`src/rtl/logit_collector_if.sv`:
```
// Stream-side bundle for logit_collector: logit input stream plus result output port.
// slave is the collector's view, master is the producer/consumer side.
interface logit_collector_if #(
    parameter int DATA_WIDTH = 16
);
    logic                         in_valid;
    logic signed [DATA_WIDTH-1:0] in_data;
    logic                         in_ready;
    logic                         res_valid;
    logic                         res_ready;
    logic [3:0]                   res_idx;
    logic                         res_err;

    modport master (
        output in_valid, in_data, res_ready,
        input  in_ready, res_valid, res_idx, res_err
    );

    modport slave (
        input  in_valid, in_data, res_ready,
        output in_ready, res_valid, res_idx, res_err
    );
endinterface

```
`src/rtl/logit_collector.sv`:
```
// Collects DIM logits into a held vector, launches argmax and holds the class index until taken.
// Optional done-watchdog enabled by defining COLLECTOR_WATCHDOG_EN.
module logit_collector #(
    parameter int DATA_WIDTH = 16,
    parameter int DIM        = 10,
    parameter int TIMEOUT    = 64
) (
    input  logic                         clk,
    input  logic                         reset,
    logit_collector_if.slave             bus,
    output logic signed [DATA_WIDTH-1:0] vec [0:DIM-1],
    output logic                         start,
    input  logic                         done,
    input  logic [3:0]                   idx,
    output logic                         busy
);
    typedef enum logic [1:0] {StCollect, StLaunch, StWait, StHold} state_e;

    state_e     state_q, state_d;
    logic [3:0] count_q;
    logic       res_valid_q;
    logic [3:0] res_idx_q;
    logic       transfer, last, accept, timeout;

    assign transfer = bus.in_valid && bus.in_ready;
    assign last     = (count_q == 4'(DIM - 1));
    assign accept   = res_valid_q && bus.res_ready;

`ifdef COLLECTOR_WATCHDOG_EN
    localparam int WdW = $clog2(TIMEOUT + 1);
    logic [WdW-1:0] wd_q;
    logic           res_err_q;

    // Fires on the TIMEOUT-th WAIT cycle; done in that same cycle takes priority.
    assign timeout = (state_q == StWait) && (wd_q == WdW'(TIMEOUT - 1));

    always_ff @(posedge clk) begin
        if (reset || state_q == StLaunch) begin
            wd_q <= '0;
        end else if (state_q == StWait) begin
            wd_q <= wd_q + 1'b1;
        end
    end

    always_ff @(posedge clk) begin
        if (reset) begin
            res_err_q <= 1'b0;
        end else if (state_q == StWait) begin
            if (done) begin
                res_err_q <= 1'b0;
            end else if (timeout) begin
                res_err_q <= 1'b1;
            end
        end
    end

    assign bus.res_err = res_err_q;
`else
    assign timeout     = 1'b0;
    assign bus.res_err = 1'b0;
`endif

    always_ff @(posedge clk) begin
        if (reset) begin
            state_q <= StCollect;
        end else begin
            state_q <= state_d;
        end
    end

    always_comb begin
        state_d = state_q;
        unique case (state_q)
            StCollect: if (transfer && last) state_d = StLaunch;
            StLaunch:  state_d = StWait;
            StWait:    if (done || timeout) state_d = StHold;
            StHold:    if (accept) state_d = StCollect;
            default:   state_d = StCollect;
        endcase
    end

    always_comb begin
        bus.in_ready = (state_q == StCollect) && !reset;
        busy         = (state_q != StCollect);
    end

    always_ff @(posedge clk) begin
        if (reset) begin
            count_q     <= '0;
            start       <= 1'b0;
            res_valid_q <= 1'b0;
            res_idx_q   <= '0;
            for (int i = 0; i < DIM; i++) begin
                vec[i] <= '0;
            end
        end else begin
            // Registered so the pulse lines up exactly with the LAUNCH cycle.
            start <= (state_d == StLaunch);
            if (transfer) begin
                vec[count_q] <= bus.in_data;
                count_q      <= last ? 4'd0 : count_q + 4'd1;
            end
            if (state_q == StWait) begin
                if (done) begin
                    res_idx_q   <= idx;
                    res_valid_q <= 1'b1;
                end else if (timeout) begin
                    res_idx_q   <= 4'hF;
                    res_valid_q <= 1'b1;
                end
            end
            if (state_q == StHold && accept) begin
                res_valid_q <= 1'b0;
            end
        end
    end

    assign bus.res_valid = res_valid_q;
    assign bus.res_idx   = res_idx_q;
endmodule

```
`src/flat_wrapper.sv`:
```
// flat-port wrapper written by rule: the top's interface ports become plain ports
module logit_collector_flat 
#(
    parameter int DATA_WIDTH = 16,
    parameter int DIM        = 10,
    parameter int TIMEOUT    = 64
)
  (clk, reset, vec, start, done, idx, busy, bus_in_valid, bus_in_data, bus_res_ready, bus_in_ready, bus_res_valid, bus_res_idx, bus_res_err);
  logit_collector_if #(.DATA_WIDTH(DATA_WIDTH)) bus_i ();
  input  logic clk;
  input  logic reset;
  output logic signed [DATA_WIDTH-1:0] vec[0:DIM-1];
  output logic start;
  input  logic done;
  input  logic [3:0] idx;
  output logic busy;
  input wire logic [$bits(bus_i.in_valid)-1:0] bus_in_valid;
  input wire logic [$bits(bus_i.in_data)-1:0] bus_in_data;
  input wire logic [$bits(bus_i.res_ready)-1:0] bus_res_ready;
  output wire logic [$bits(bus_i.in_ready)-1:0] bus_in_ready;
  output wire logic [$bits(bus_i.res_valid)-1:0] bus_res_valid;
  output wire logic [$bits(bus_i.res_idx)-1:0] bus_res_idx;
  output wire logic [$bits(bus_i.res_err)-1:0] bus_res_err;
  assign bus_i.in_valid = bus_in_valid;
  assign bus_i.in_data = bus_in_data;
  assign bus_i.res_ready = bus_res_ready;
  assign bus_in_ready = bus_i.in_ready;
  assign bus_res_valid = bus_i.res_valid;
  assign bus_res_idx = bus_i.res_idx;
  assign bus_res_err = bus_i.res_err;
  logit_collector #(.DATA_WIDTH(DATA_WIDTH), .DIM(DIM), .TIMEOUT(TIMEOUT)) u_core (.clk(clk), .reset(reset), .bus(bus_i), .vec(vec), .start(start), .done(done), .idx(idx), .busy(busy));
endmodule
```
`config.mk`:
```
export PLATFORM = sky130hd
export DESIGN_NAME = logit_collector_flat
export DESIGN_NICKNAME = d
export VERILOG_FILES = /design/src/rtl/logit_collector_if.sv /design/src/rtl/logit_collector.sv /design/src/flat_wrapper.sv
export SDC_FILE = /design/constraint.sdc
export NUM_CORES = 1
export LEC_CHECK = 0
export ABC_AREA = 1
export CORE_AREA = 4 4 129 131
export DETAILED_ROUTE_END_ITERATION = 6
export DIE_AREA = 0 0 133 135
export PLACE_DENSITY = 0.76
export SLEW_MARGIN = 20
export SYNTH_ARGS = -nofsm -noshare
export SYNTH_HDL_FRONTEND = slang
export SYNTH_SLANG_ARGS = --single-unit
```
`constraint.sdc`:
```
create_clock -name clk -period 1.6 [get_ports clk]
set_clock_uncertainty 0.05 [all_clocks]
set_input_delay 0.32 -clock clk [delete_from_list [all_inputs] [get_ports clk]]
set_output_delay 0.32 -clock clk [all_outputs]
set_load 0.01 [all_outputs]
```
[Yosys cells after proc, flatten, opt, wreduce, memory -nomap -nowiden]
Index checks and enable logic that the tools add are counted.
W data, S select, Z words.
Word-level totals
  bits in registers: 172
  bits of input ports: 25
Operators by class
  add/subtract/negate cells: 1
  magnitude comparators: 2
  equal/unequal tests: 5
  muxes and demuxes: 8
  bitwise logic cells: 1
  reductions and logical operators: 11
Operators by type and width (count)
  $bwmux W160: 1
  $demux W16 S4: 1
  $mux W16: 1
  $pmux W2 S4: 1
  $logic_and A1 B1 Y1: 6
  $mux W2: 3
  $ge A5 B5 Y1 const B: 1
  $lt A5 B1 Y1 const B: 1
  $not A4 Y5: 1
  $add A4 B1 Y4 const B: 1
  $eq A2 B1 Y1 const B: 2
  $eq A2 B2 Y1 const B: 2
  $eq A4 B4 Y1 const B: 1
  $mux W4: 1
  $logic_not A2 Y1: 1
  $reduce_and A2 Y1: 1
  $reduce_bool A2 Y1: 1
  $reduce_or A2 Y1: 1
  $logic_not A1 Y1: 1

[Longest topological paths before layout]
Gate-level depths: netlist of run 1.
  depth after elaboration: 7
  mapped depth: 9
  depth with buffers taken out: 7

[Worst setup path after synthesis of run 1]
No wires, ideal clock.
  path type: input to register
  from: input port reset
  to: register u_core.vec[16] (netlist bit)
  setup time: 0.118 ns
  data arrival time: 1.337 ns
  setup slack: 0.094 ns
  stages on the path: 8
  cells stage by stage: buf_2 -> inv_2 -> nand3_2 -> buf_6 -> buf_2 -> buf_2 -> nor3_1 -> nor2_1
On the way
  longest elaborated chain between the ends: 3
RTL lines
  from (decl): RTL line flat_wrapper.sv:11  | input logic reset;
  $logic_not A1 Y1: RTL line logit_collector.sv:83  | bus.in_ready = (state_q == StCollect) && !reset;
  $logic_and A1 B1 Y1: RTL line logit_collector.sv:83
  $logic_and A1 B1 Y1: RTL line logit_collector.sv:25  | assign transfer = bus.in_valid && bus.in_ready;
  to (signal, indexed assignment): RTL line logit_collector.sv:100  | vec[count_q] <= bus.in_data;
  to (decl): RTL line logit_collector.sv:11  | output logic signed [DATA_WIDTH-1:0] vec [0:DIM-1],
Several ways; a longest one is shown, not always the timed one.
A chain may end at the register's enable or synchronous reset.

[Worst setup path after layout of run 1]
  from: register u_core.state_q[0]
  to: register u_core.vec[131] (netlist bit)
On the way
  longest elaborated chain between the ends: 3
RTL lines
  from (decl): RTL line logit_collector.sv:19  | state_e state_q, state_d;
  from (signal assigned): RTL line logit_collector.sv:65  | state_q <= StCollect;
  from (signal assigned): RTL line logit_collector.sv:67  | state_q <= state_d;
  $logic_not A2 Y1: RTL line logit_collector.sv:83
  $logic_and A1 B1 Y1: RTL line logit_collector.sv:83
  $logic_and A1 B1 Y1: RTL line logit_collector.sv:25
No other way between the ends.

==> flow_summary.json, run 1 <==
{
  "status": "finished, final reports clean",
  "postRouteAntennaNets": 0,
  "critPathMaxFanout": 7,
  "worst-setup-path-type": "reg2reg",
  "dieArea_um2": 18000,
  "vdd_drop_max_mv": 0.724,
  "maxClockFrequency_ghz": 0.635,
  "io_pins": 194,
  "io_buffers": 192,
  "seqCellArea_um2": 3450,
  "h-tree-depth": 4,
  "routed_wl_um": 21800,
  "area_growth_pct": 48.3,
  "arrival_ps": 1870,
  "die_y_um": 135,
  "yosysWarnings": 0,
  "drc": 0,
  "layout-drive-gt1-share_pct": 13.8,
  "clock_sinks": 172,
  "ys_types": 21,
  "antenna_cells": 0,
  "synth-seq-cells": 172,
  "drtPass1Iterations": 5,
  "cts_tree": "built",
  "tightest_slew_ps": 723,
  "vias_per_cell": 5.09,
  "fin_crit_ps": 1570,
  "grt_max_degree": 90,
  "worstRegToRegCells": 8,
  "r2r-start": "u_core.state_q[0]$_SDFF_PP0_",
  "power_mw": 8.88,
  "routedWlPerCell_um": 16.7,
  "netlist_area_um2": 6570,
  "p_leak_nw": 4.53,
  "hpwl_um": 14000,
  "syn_area_per_cell_um2": 7.51,
  "multi_input_area_um2": 2830,
  "cts_root_buffer": "clkbuf_16",
  "cp-end-kind": "register",
  "hold_path_class": "reg2reg",
  "rsz0062_at_grt": "true",
  "start_util_pct": 42.1,
  "holdPathStages": 2,
  "drt_iter0_markers": 523,
  "grt_antenna_before_repair": 0,
  "worst-r2r-setup-slack_ps": 30,
  "grt_usage_pct": 23.1,
  "vias": 6656,
  "first_global_vias": 5836,
  "post-route-util_pct": 62.5,
  "min_from": "u_core.vec[142]$_SDFFE_PP0P_",
  "timing.hold.ws_ps": 420,
  "syn-num-nets": 900,
  "cp_data_required_time_ps": 1900,
  "finalSetupViolCount": 0,
  "num_rows": 46,
  "die_x_um": 133,
  "clk_latency_ps": 420,
  "slew_headroom_pct": 51.8,
  "finalMaxSlewViolations": 0,
  "max_cap_violations": 0,
  "power.density_nw_per_um2": 911,
  "final_nets": 1109,
  "core-area_um2": 15600,
  "finalCritPeriodShare_pct": 98.4,
  "seq_area_frac_synth_pct": 52.4,
  "worstSetupStartpointType": "register",
  "n_fill_cell": 1419,
  "grt-ovfl-total": 0,
  "grt_pass1_wl_um": 32500,
  "holdPathEnd": "u_core.vec[142]$_SDFFE_PP0P_",
  "cts_max_path_buffers": 2,
  "cts_buffers": 17,
  "timing.rr.end": "u_core.vec[131]$_SDFFE_PP0P_",
  "synthCells": 875,
  "hold_violations": 0,
  "place_congestion": 0.808,
  "path_clk_slew_ps": 60
}
## critical path: stages (launching register included)
cell and delay [ps]:
dfxtp_2 330, nor2_4 150, buf_6 140, nand3_4 120, buf_12 180, nor2_4 180, clkbuf_16 190, nand2_2 50
a21oi_2 120
## worst max-delay path by stage
stage,startpoint,end,slack (ps),depth (start not counted)
floorplan,reset,u_core.vec[16]$_SDFFE_PP0P_,90,8
global placement,bus_in_valid,u_core.vec[112]$_SDFFE_PP0P_,-230,6
detailed placement,bus_in_valid,u_core.vec[83]$_SDFFE_PP0P_,-260,6
CTS,u_core.state_q[0]$_SDFF_PP0_,bus_in_ready,-30,4
global route,u_core.state_q[0]$_SDFF_PP0_,u_core.vec[142]$_SDFFE_PP0P_,-40,8
finish,u_core.state_q[0]$_SDFF_PP0_,u_core.vec[131]$_SDFFE_PP0P_,30,8
## synthesized netlist by cell type
library cell,n,area [um^2]
a21oi_1,69,345
buf_1,5,18.8
buf_2,14,70.1
buf_4,5,37.5
buf_6,1,11.3
clkbuf_1,51,191
conb_1,1,3.75
dfxtp_1,172,3440
inv_1,22,82.6
inv_2,5,18.8
nand2_1,160,601
nand2_2,4,25.0
nand3_1,3,15.0
nand3_2,1,10.0
nor2_1,150,563
nor2_2,8,50.1
nor2_4,4,45.0
nor3_1,65,325
o21ai_0,118,591
o21ai_1,1,5.00
o21bai_1,16,120
## kinds of logic after synthesis
family / Yosys count / share of synthesized area, %
simple gates: 395 / 24.9
compound gates: 204 / 16.1
flops: 172 / 52.4
buf+inv: 103 / 6.55
other cells: 1 / 0.0571
## sequential cells by signal (all words and copies together) (netlist names)
signal                count
u_core.bus.res_idx        4
u_core.bus.res_valid      1
u_core.count_q            4
u_core.start              1
u_core.state_q            2
u_core.vec              160
## power by group
| part | internal, mW | switching, mW |
|---|---|---|
| registers | 4.33 | 0.0281 |
| clock network | 2.22 | 1.57 |
| logic | 0.295 | 0.446 |
## layer usage
metal  routed length [um]  GRT usage, %  vias to the layer above
met2                 9750          34.1                      300
li1                     -             -                     3252
met4                  405          5.89                        0
met3                 1940          7.45                       34
met5                    0             0                        -
met1                 9710          32.8                     3070
## cells in the final DEF (no fill, tap or decap), types with 16 or more instances in the layout
master,Yosys,routed
dfxtp_1,172,168
clkdlybuf4s50_1,0,23
clkbuf_16,0,22
o21bai_1,16,16
nor2_1,150,148
nor3_1,65,62
a21oi_1,69,62
o21ai_0,118,109
buf_12,0,19
dlygate4sd2_1,0,166
nand2_1,160,148
inv_1,22,21
buf_4,5,48
## per-stage QoR
| stage | cell area, um^2 | setup slack, ps | instances | setup TNS [ps] |
|---|---|---|---|---|
| floorplan | 6570 | 94.5 | 875 | 0 |
| CTS | 9500 | -33.3 | 1301 | -36.6 |
| finish | 9750 | 25.5 | 1308 | 0 |
| global route | 9750 | -41.5 | 1308 | -365 |
| global placement | 9170 | -234 | 1273 | -28290 |
| detailed placement | 9170 | -257 | 1273 | -29500 |
## area by class of cell
| class | count | area share, % |
|---|---|---|
| clock buffers | 24 | 4.94 |
| clock inverters | 3 | 0.411 |
| inverters | 27 | 1.04 |
| multi-input cells | 601 | 29.0 |
| flip-flops and latches | 172 | 35.4 |
| well taps | 216 | 2.77 |
| repair buffers | 265 | 26.4 |
## timing repair
action,4_1_cts,5_1_grt
setup buffers,1,2
hold buffers,0,0
gates cloned,0,6
resized for setup,181,39
setup endpoints to repair,168,163
pin swaps,2,13
Power figures use the tool's default switching activity.
==> run 2: changes to the inputs <==
--- a/config.mk
+++ b/config.mk
@@ -6,10 +6,11 @@
 export NUM_CORES = 1
 export LEC_CHECK = 0
 export ABC_AREA = 1
-export CORE_AREA = 4 4 129 131
+export CORE_AREA = 4 4 115 117
 export DETAILED_ROUTE_END_ITERATION = 6
-export DIE_AREA = 0 0 133 135
-export PLACE_DENSITY = 0.76
+export DIE_AREA = 0 0 119 121
+export DONT_BUFFER_PORTS = 1
+export PLACE_DENSITY = 0.72
 export SLEW_MARGIN = 20
 export SYNTH_ARGS = -nofsm -noshare
 export SYNTH_HDL_FRONTEND = slang
==> run 2 against run 1 <==
  * The flow now finishes with violations (negative hold slack)
  * Clock power fell by 3%
  * Utilization fell by 1.4 points
  * Non-clock buffer count fell by 216
  * Clock-buffer cell count fell by 2
  * Final cell count fell by 20%
  * Largest power group unchanged
==> flow_summary.json, run 2 (synthesis results as in run 1) <==
{
  "status": "finished with violations",
  "violations": "negative hold slack",
  "clock_sinks": 172,
  "clk_latency_ps": 420,
  "tightest_slew_ps": 707,
  "clock_power_share_pct": 43.2,
  "power.density_nw_per_um2": 1120,
  "fin_crit_ps": 1540,
  "die_y_um": 121,
  "vdd_drop_max_mv": 0.629,
  "stdcell_count": 1050,
  "post-place-ws_ps": 12.5,
  "holdPathStages": 1,
  "met2_wirelength_um": 9820,
  "io_pins": 194,
  "grt-ovfl-total": 0,
  "drtPass1Iterations": 5,
  "worstSetupStartpointType": "register",
  "cts_root_buffer": "clkbuf_16",
  "netSwitchingFraction_pct": 23.1,
  "slowest_stage": "dfxtp_4",
  "max_stage_delay_ps": 350,
  "cp_cell_sequence": "nor2_4, buf_6, nand2_2, inv_2",
  "area_growth_pct": 14.9,
  "cp-end-kind": "output port",
  "final_cell_mix": "168 x dfxtp_1, 159 x nand2_1, 149 x nor2_1",
  "grt_pass1_wl_um": 30600,
  "worstRegToRegCells": 7,
  "finalSetupViolCount": 0,
  "place_area_um2": 6670,
  "r2r-start": "u_core.state_q[1]$_SDFF_PP0_",
  "min_from": "reset",
  "routed_wl_um": 20900,
  "core-area_um2": 12400,
  "hold_violations": 66,
  "p_switching_mw": 1.96,
  "drc": 0,
  "hpwl_um": 12100,
  "cts_tree": "built",
  "grt_antenna_before_repair": 0,
  "largest_reg_flops": 160,
  "final_nets": 892,
  "power_mw": 8.48,
  "timing.hold.ws_ps": -90.2,
  "power_frac_seq_pct": 51.7,
  "maxClockFrequency_ghz": 0.649,
  "place_inst": 990,
  "die_x_um": 119,
  "num_rows": 41,
  "first_global_vias": 5247,
  "drt_iter0_markers": 568,
  "worst-setup-path-type": "reg2out",
  "final_common_cell": "dfxtp_1",
  "wl_met3_um": 2330,
  "rsz0062_at_grt": "true",
  "worst-r2r-setup-slack_ps": 90,
  "design_area_um2": 7550,
  "slew_headroom_pct": 52.7,
  "m1WireLength_um": 8220,
  "io_buffers": 0,
  "finalMaxSlewViolations": 0,
  "grt_usage_pct": 28.0,
  "h-tree-depth": 4,
  "p_leak_nw": 2.84,
  "finalCritPeriodShare_pct": 96.3,
  "antenna_cells": 0,
  "start_util_pct": 53.2,
  "routed.top_layer": "met4",
  "place_congestion": 0.785,
  "layout-drive-gt1-share_pct": 9.45,
  "p_int_mw": 6.52,
  "cp_data_required_time_ps": 1230,
  "timing.rr.end": "u_core.vec[103]$_SDFFE_PP0P_",
  "setup_slack_ps": 59.2,
  "cts_buffers": 17,
  "hold_path_class": "in2reg",
  "routedWlPerCell_um": 19.9,
  "critPathMaxFanout": 3,
  "vias": 5919,
  "pwr-share-comb_pct": 5.1,
  "grt_max_degree": 84,
  "dieArea_um2": 14400,
  "top_register": "u_core.vec",
  "vias_per_cell": 5.64,
  "path_clk_slew_ps": 60,
  "arrival_ps": 1170,
  "postRouteAntennaNets": 0,
  "cts_max_path_buffers": 2,
  "max_cap_violations": 0,
  "holdPathEnd": "u_core.vec[104]$_SDFFE_PP0P_"
}
==> run 2: timing repair <==
| action | in CTS | in global routing |
|---|---|---|
| resized for setup | 3 | 8 |
| endpoints found under the hold margin | 118 | 67 |
| endpoints found under the setup margin | 2 | 120 |
| hold buffers | 23 | 1 |
| pin swaps | 2 | 5 |
| gates cloned | 0 | 0 |
| setup buffers | 1 | 5 |
==> run 2: worst max-delay path by stage <==
stage | startpoint | to | slack [ps] | cells after the start
after floorplan | reset | u_core.vec[16]$_SDFFE_PP0P_ | 90 | 8
after global placement | u_core.state_q[1]$_SDFF_PP0_ | u_core.vec[142]$_SDFFE_PP0P_ | 120 | 6
after detailed placement | u_core.count_q[0]$_SDFFE_PP0P_ | u_core.vec[142]$_SDFFE_PP0P_ | 10 | 6
after CTS | u_core.count_q[0]$_SDFFE_PP0P_ | u_core.vec[142]$_SDFFE_PP0P_ | 10 | 6
after global routing | u_core.state_q[1]$_SDFF_PP0_ | u_core.vec[28]$_SDFFE_PP0P_ | -10 | 7
final | u_core.state_q[1]$_SDFF_PP0_ | bus_in_ready | 60 | 4
==> run 2: area by class of cell <==
cell class / instances / area [um^2]
Multi-Input combinational cell: 600 / 2720
Sequential cell: 172 / 3450
Fill cell: 1110 / 4810
Tap cell: 172 / 215
Clock inverter: 8 / 45.0
Clock buffer: 22 / 474
Timing Repair Buffer: 49 / 544
Inverter: 27 / 101
==> run 2: metal layers <==
| metal | vias up | global-route usage (%) |
|---|---|---|
| met5 | - | 0 |
| met4 | 0 | 11.9 |
| met3 | 43 | 10.1 |
| met2 | 312 | 44.0 |
| met1 | 2757 | 34.9 |
| li1 | 2807 | - |
==> run 2: per-stage QoR <==
stage	setup TNS, ps	hold slack, ps	util [%]
finish	0	-90.2	61.1
global route	-17.4	-110	61.1
CTS	0	-103	60.1
detailed placement	0	347	54.0
global placement	0	345	54.0
floorplan	0	405	-
==> run 2: power by group through the flow <==
stage	Clock (mW)	Sequential, mW	Combinational [mW]
after floorplan	0	4.47	0.284
after global placement	0	4.48	0.267
after detailed placement	0	4.49	0.278
after CTS	3.71	4.39	0.412
after global routing	3.91	4.39	0.459
final	3.67	4.39	0.429
==> run 2: worst max-delay path, delay by kind of cell (launching register included) <==
family | cells | cell delay (ps)
buffers and inverters | 2 | 200
AND/OR/NAND/NOR | 2 | 190
flip-flops | 1 | 350
==> run 3: changes to the inputs <==
--- a/config.mk
+++ b/config.mk
@@ -10,6 +10,7 @@
 export DETAILED_ROUTE_END_ITERATION = 6
 export DIE_AREA = 0 0 119 121
 export DONT_BUFFER_PORTS = 1
+export HOLD_SLACK_MARGIN = 0.06
 export PLACE_DENSITY = 0.72
 export SLEW_MARGIN = 20
 export SYNTH_ARGS = -nofsm -noshare
==> run 3 against run 2 <==
  * The flow still finishes with violations (negative hold slack)
  * Combinational power increased by 3%
  * Clock power barely moved
  * Register-to-register slack about the same
  * Power up 0.15%
  * Via count shrank 0.49%
  * Highest routed layer is now met5
==> flow_summary.json, run 3 (synthesis results as in run 1) <==
{
  "power.density_nw_per_um2": 1120,
  "tightest_slew_ps": 807,
  "die_y_um": 121,
  "h-tree-depth": 4,
  "design_area_um2": 7550,
  "io_buffers": 0,
  "num_rows": 41,
  "p_leak_nw": 2.84,
  "worstRegToRegCells": 7,
  "timing.rr.end": "u_core.vec[96]$_SDFFE_PP0P_",
  "cts_max_path_buffers": 2,
  "fin_crit_ps": 1540,
  "status": "finished with violations",
  "grt_max_degree": 84,
  "hold_buffers": 24,
  "finalMaxSlewViolations": 0,
  "vias_per_cell": 5.60,
  "maxClockFrequency_ghz": 0.650,
  "routedWlPerCell_um": 19.2,
  "cp-endpoint": "bus_in_ready",
  "arrival_ps": 1170,
  "grt-ovfl-total": 0,
  "finalCritPeriodShare_pct": 96.2,
  "worst-r2r-setup-slack_ps": 80,
  "hold_violations": 66,
  "drt_iter0_markers": 665,
  "slowest_stage": "dfxtp_4",
  "violations": "negative hold slack",
  "hold_path_class": "in2reg",
  "max_stage_delay_ps": 350,
  "hpwl_um": 12100,
  "area_growth_pct": 14.9,
  "worstSetupStartpointType": "register",
  "drtPass1Iterations": 7,
  "cts_tree": "built",
  "power_mw": 8.50,
  "worst-setup-path-type": "reg2out",
  "r2r-start": "u_core.state_q[1]$_SDFF_PP0_",
  "clock_sinks": 172,
  "top_register": "u_core.vec",
  "place_area_um2": 6670,
  "postRouteAntennaNets": 0,
  "cp-end-kind": "output port",
  "final_cell_mix": "168 x dfxtp_1, 159 x nand2_1, 149 x nor2_1",
  "grt_antenna_before_repair": 1,
  "start_util_pct": 53.2,
  "drc": 0,
  "path_clk_slew_ps": 60,
  "slew_headroom_pct": 46.0,
  "core-area_um2": 12400,
  "cp_data_required_time_ps": 1230,
  "finalSetupViolCount": 0,
  "n_fill_cell": 1112,
  "post-place-ws_ps": 12.5,
  "crit_start": "u_core.state_q[1]$_SDFF_PP0_",
  "largest_reg_flops": 160,
  "clk_latency_ps": 420,
  "cts_buffers": 17,
  "final_nets": 892,
  "dieArea_um2": 14400,
  "post-route-util_pct": 61.1,
  "layout-drive-gt1-share_pct": 9.45,
  "grt_usage_pct": 27.1,
  "vdd_drop_max_mv": 0.631,
  "timing.hold.ws_ps": -90.8,
  "grt_pass1_wl_um": 29900,
  "final_common_cell": "dfxtp_1",
  "die_x_um": 119,
  "rsz0062_at_grt": "true",
  "first_global_vias": 5255,
  "max_cap_violations": 0,
  "cp_cell_sequence": "nor2_4, buf_6, nand2_2, inv_2",
  "routed_wl_um": 20200,
  "setup_slack_ps": 61.3,
  "cts_root_buffer": "clkbuf_16",
  "io_pins": 194,
  "critPathMaxFanout": 3,
  "vias": 5890,
  "place_congestion": 0.785,
  "fin_setup_tns_ps": 0
}
## run 3: changes by cell type in the layout (fill, tap and decap cells not counted)
cell | before | now
diode_2 | 0 | 1
## run 3: where the power goes
part / internal [mW] / switching (mW)
combinational: 0.122 / 0.320
clock: 2.07 / 1.59
sequential: 4.33 / 0.0600
total: 6.52 / 1.98
## run 3: metal layers
metal | global-route usage, % | share of wire, % | vias to the layer above
met5 | 0 | 0.035 | -
met3 | 8.72 | 9.9 | 48
met1 | 33.5 | 40 | 2745
met4 | 12.1 | 2.9 | 2
met2 | 43.4 | 47 | 278
li1 | - | - | 2817
## run 3: cell type report
cell class / instances / area [um^2] / share of cell area (%)
diodes: 1 / 2.50 / 0.0331
clock buffers: 22 / 474 / 6.28
clock inverters: 8 / 45.0 / 0.596
inverters: 27 / 101 / 1.34
multi-input cells: 600 / 2720 / 36.0
flip-flops and latches: 172 / 3450 / 45.7
well taps: 172 / 215 / 2.85
repair buffers: 49 / 544 / 7.20
## run 3: metrics by stage
| step | hold WS, ps | instances |
|---|---|---|
| finish | -90.8 | 1051 |
| detailed placement | 347 | 990 |
| global route | -109 | 1050 |
| global placement | 345 | 990 |
| floorplan | 405 | 875 |
| CTS | -103 | 1045 |
## run 3: how the worst min path moves through the flow
stage / start / end / slack (ps) / cells past startpoint
floorplan: idx[0] / u_core.bus.res_idx[0]$_SDFFE_PP0P_ / 400 / 2
global placement: reset / u_core.vec[109]$_SDFFE_PP0P_ / 350 / 1
detailed placement: reset / u_core.vec[100]$_SDFFE_PP0P_ / 350 / 1
CTS: reset / u_core.vec[99]$_SDFFE_PP0P_ / -100 / 1
global route: reset / u_core.vec[128]$_SDFFE_PP0P_ / -110 / 1
finish: reset / u_core.vec[104]$_SDFFE_PP0P_ / -90 / 1
## run 3: what timing repair did
action,CTS,global route
endpoints found under the setup margin,2,121
hold endpoints to repair,156,66
pin swaps,2,5
gates resized for setup,3,8
buffers inserted,1,5
## run 3: worst max-delay path, delay by kind of cell, from the launching register on
family / cells / cell delay [ps]
buffers and inverters: 2 / 200
flip-flops: 1 / 350
AND/OR/NAND/NOR: 2 / 190
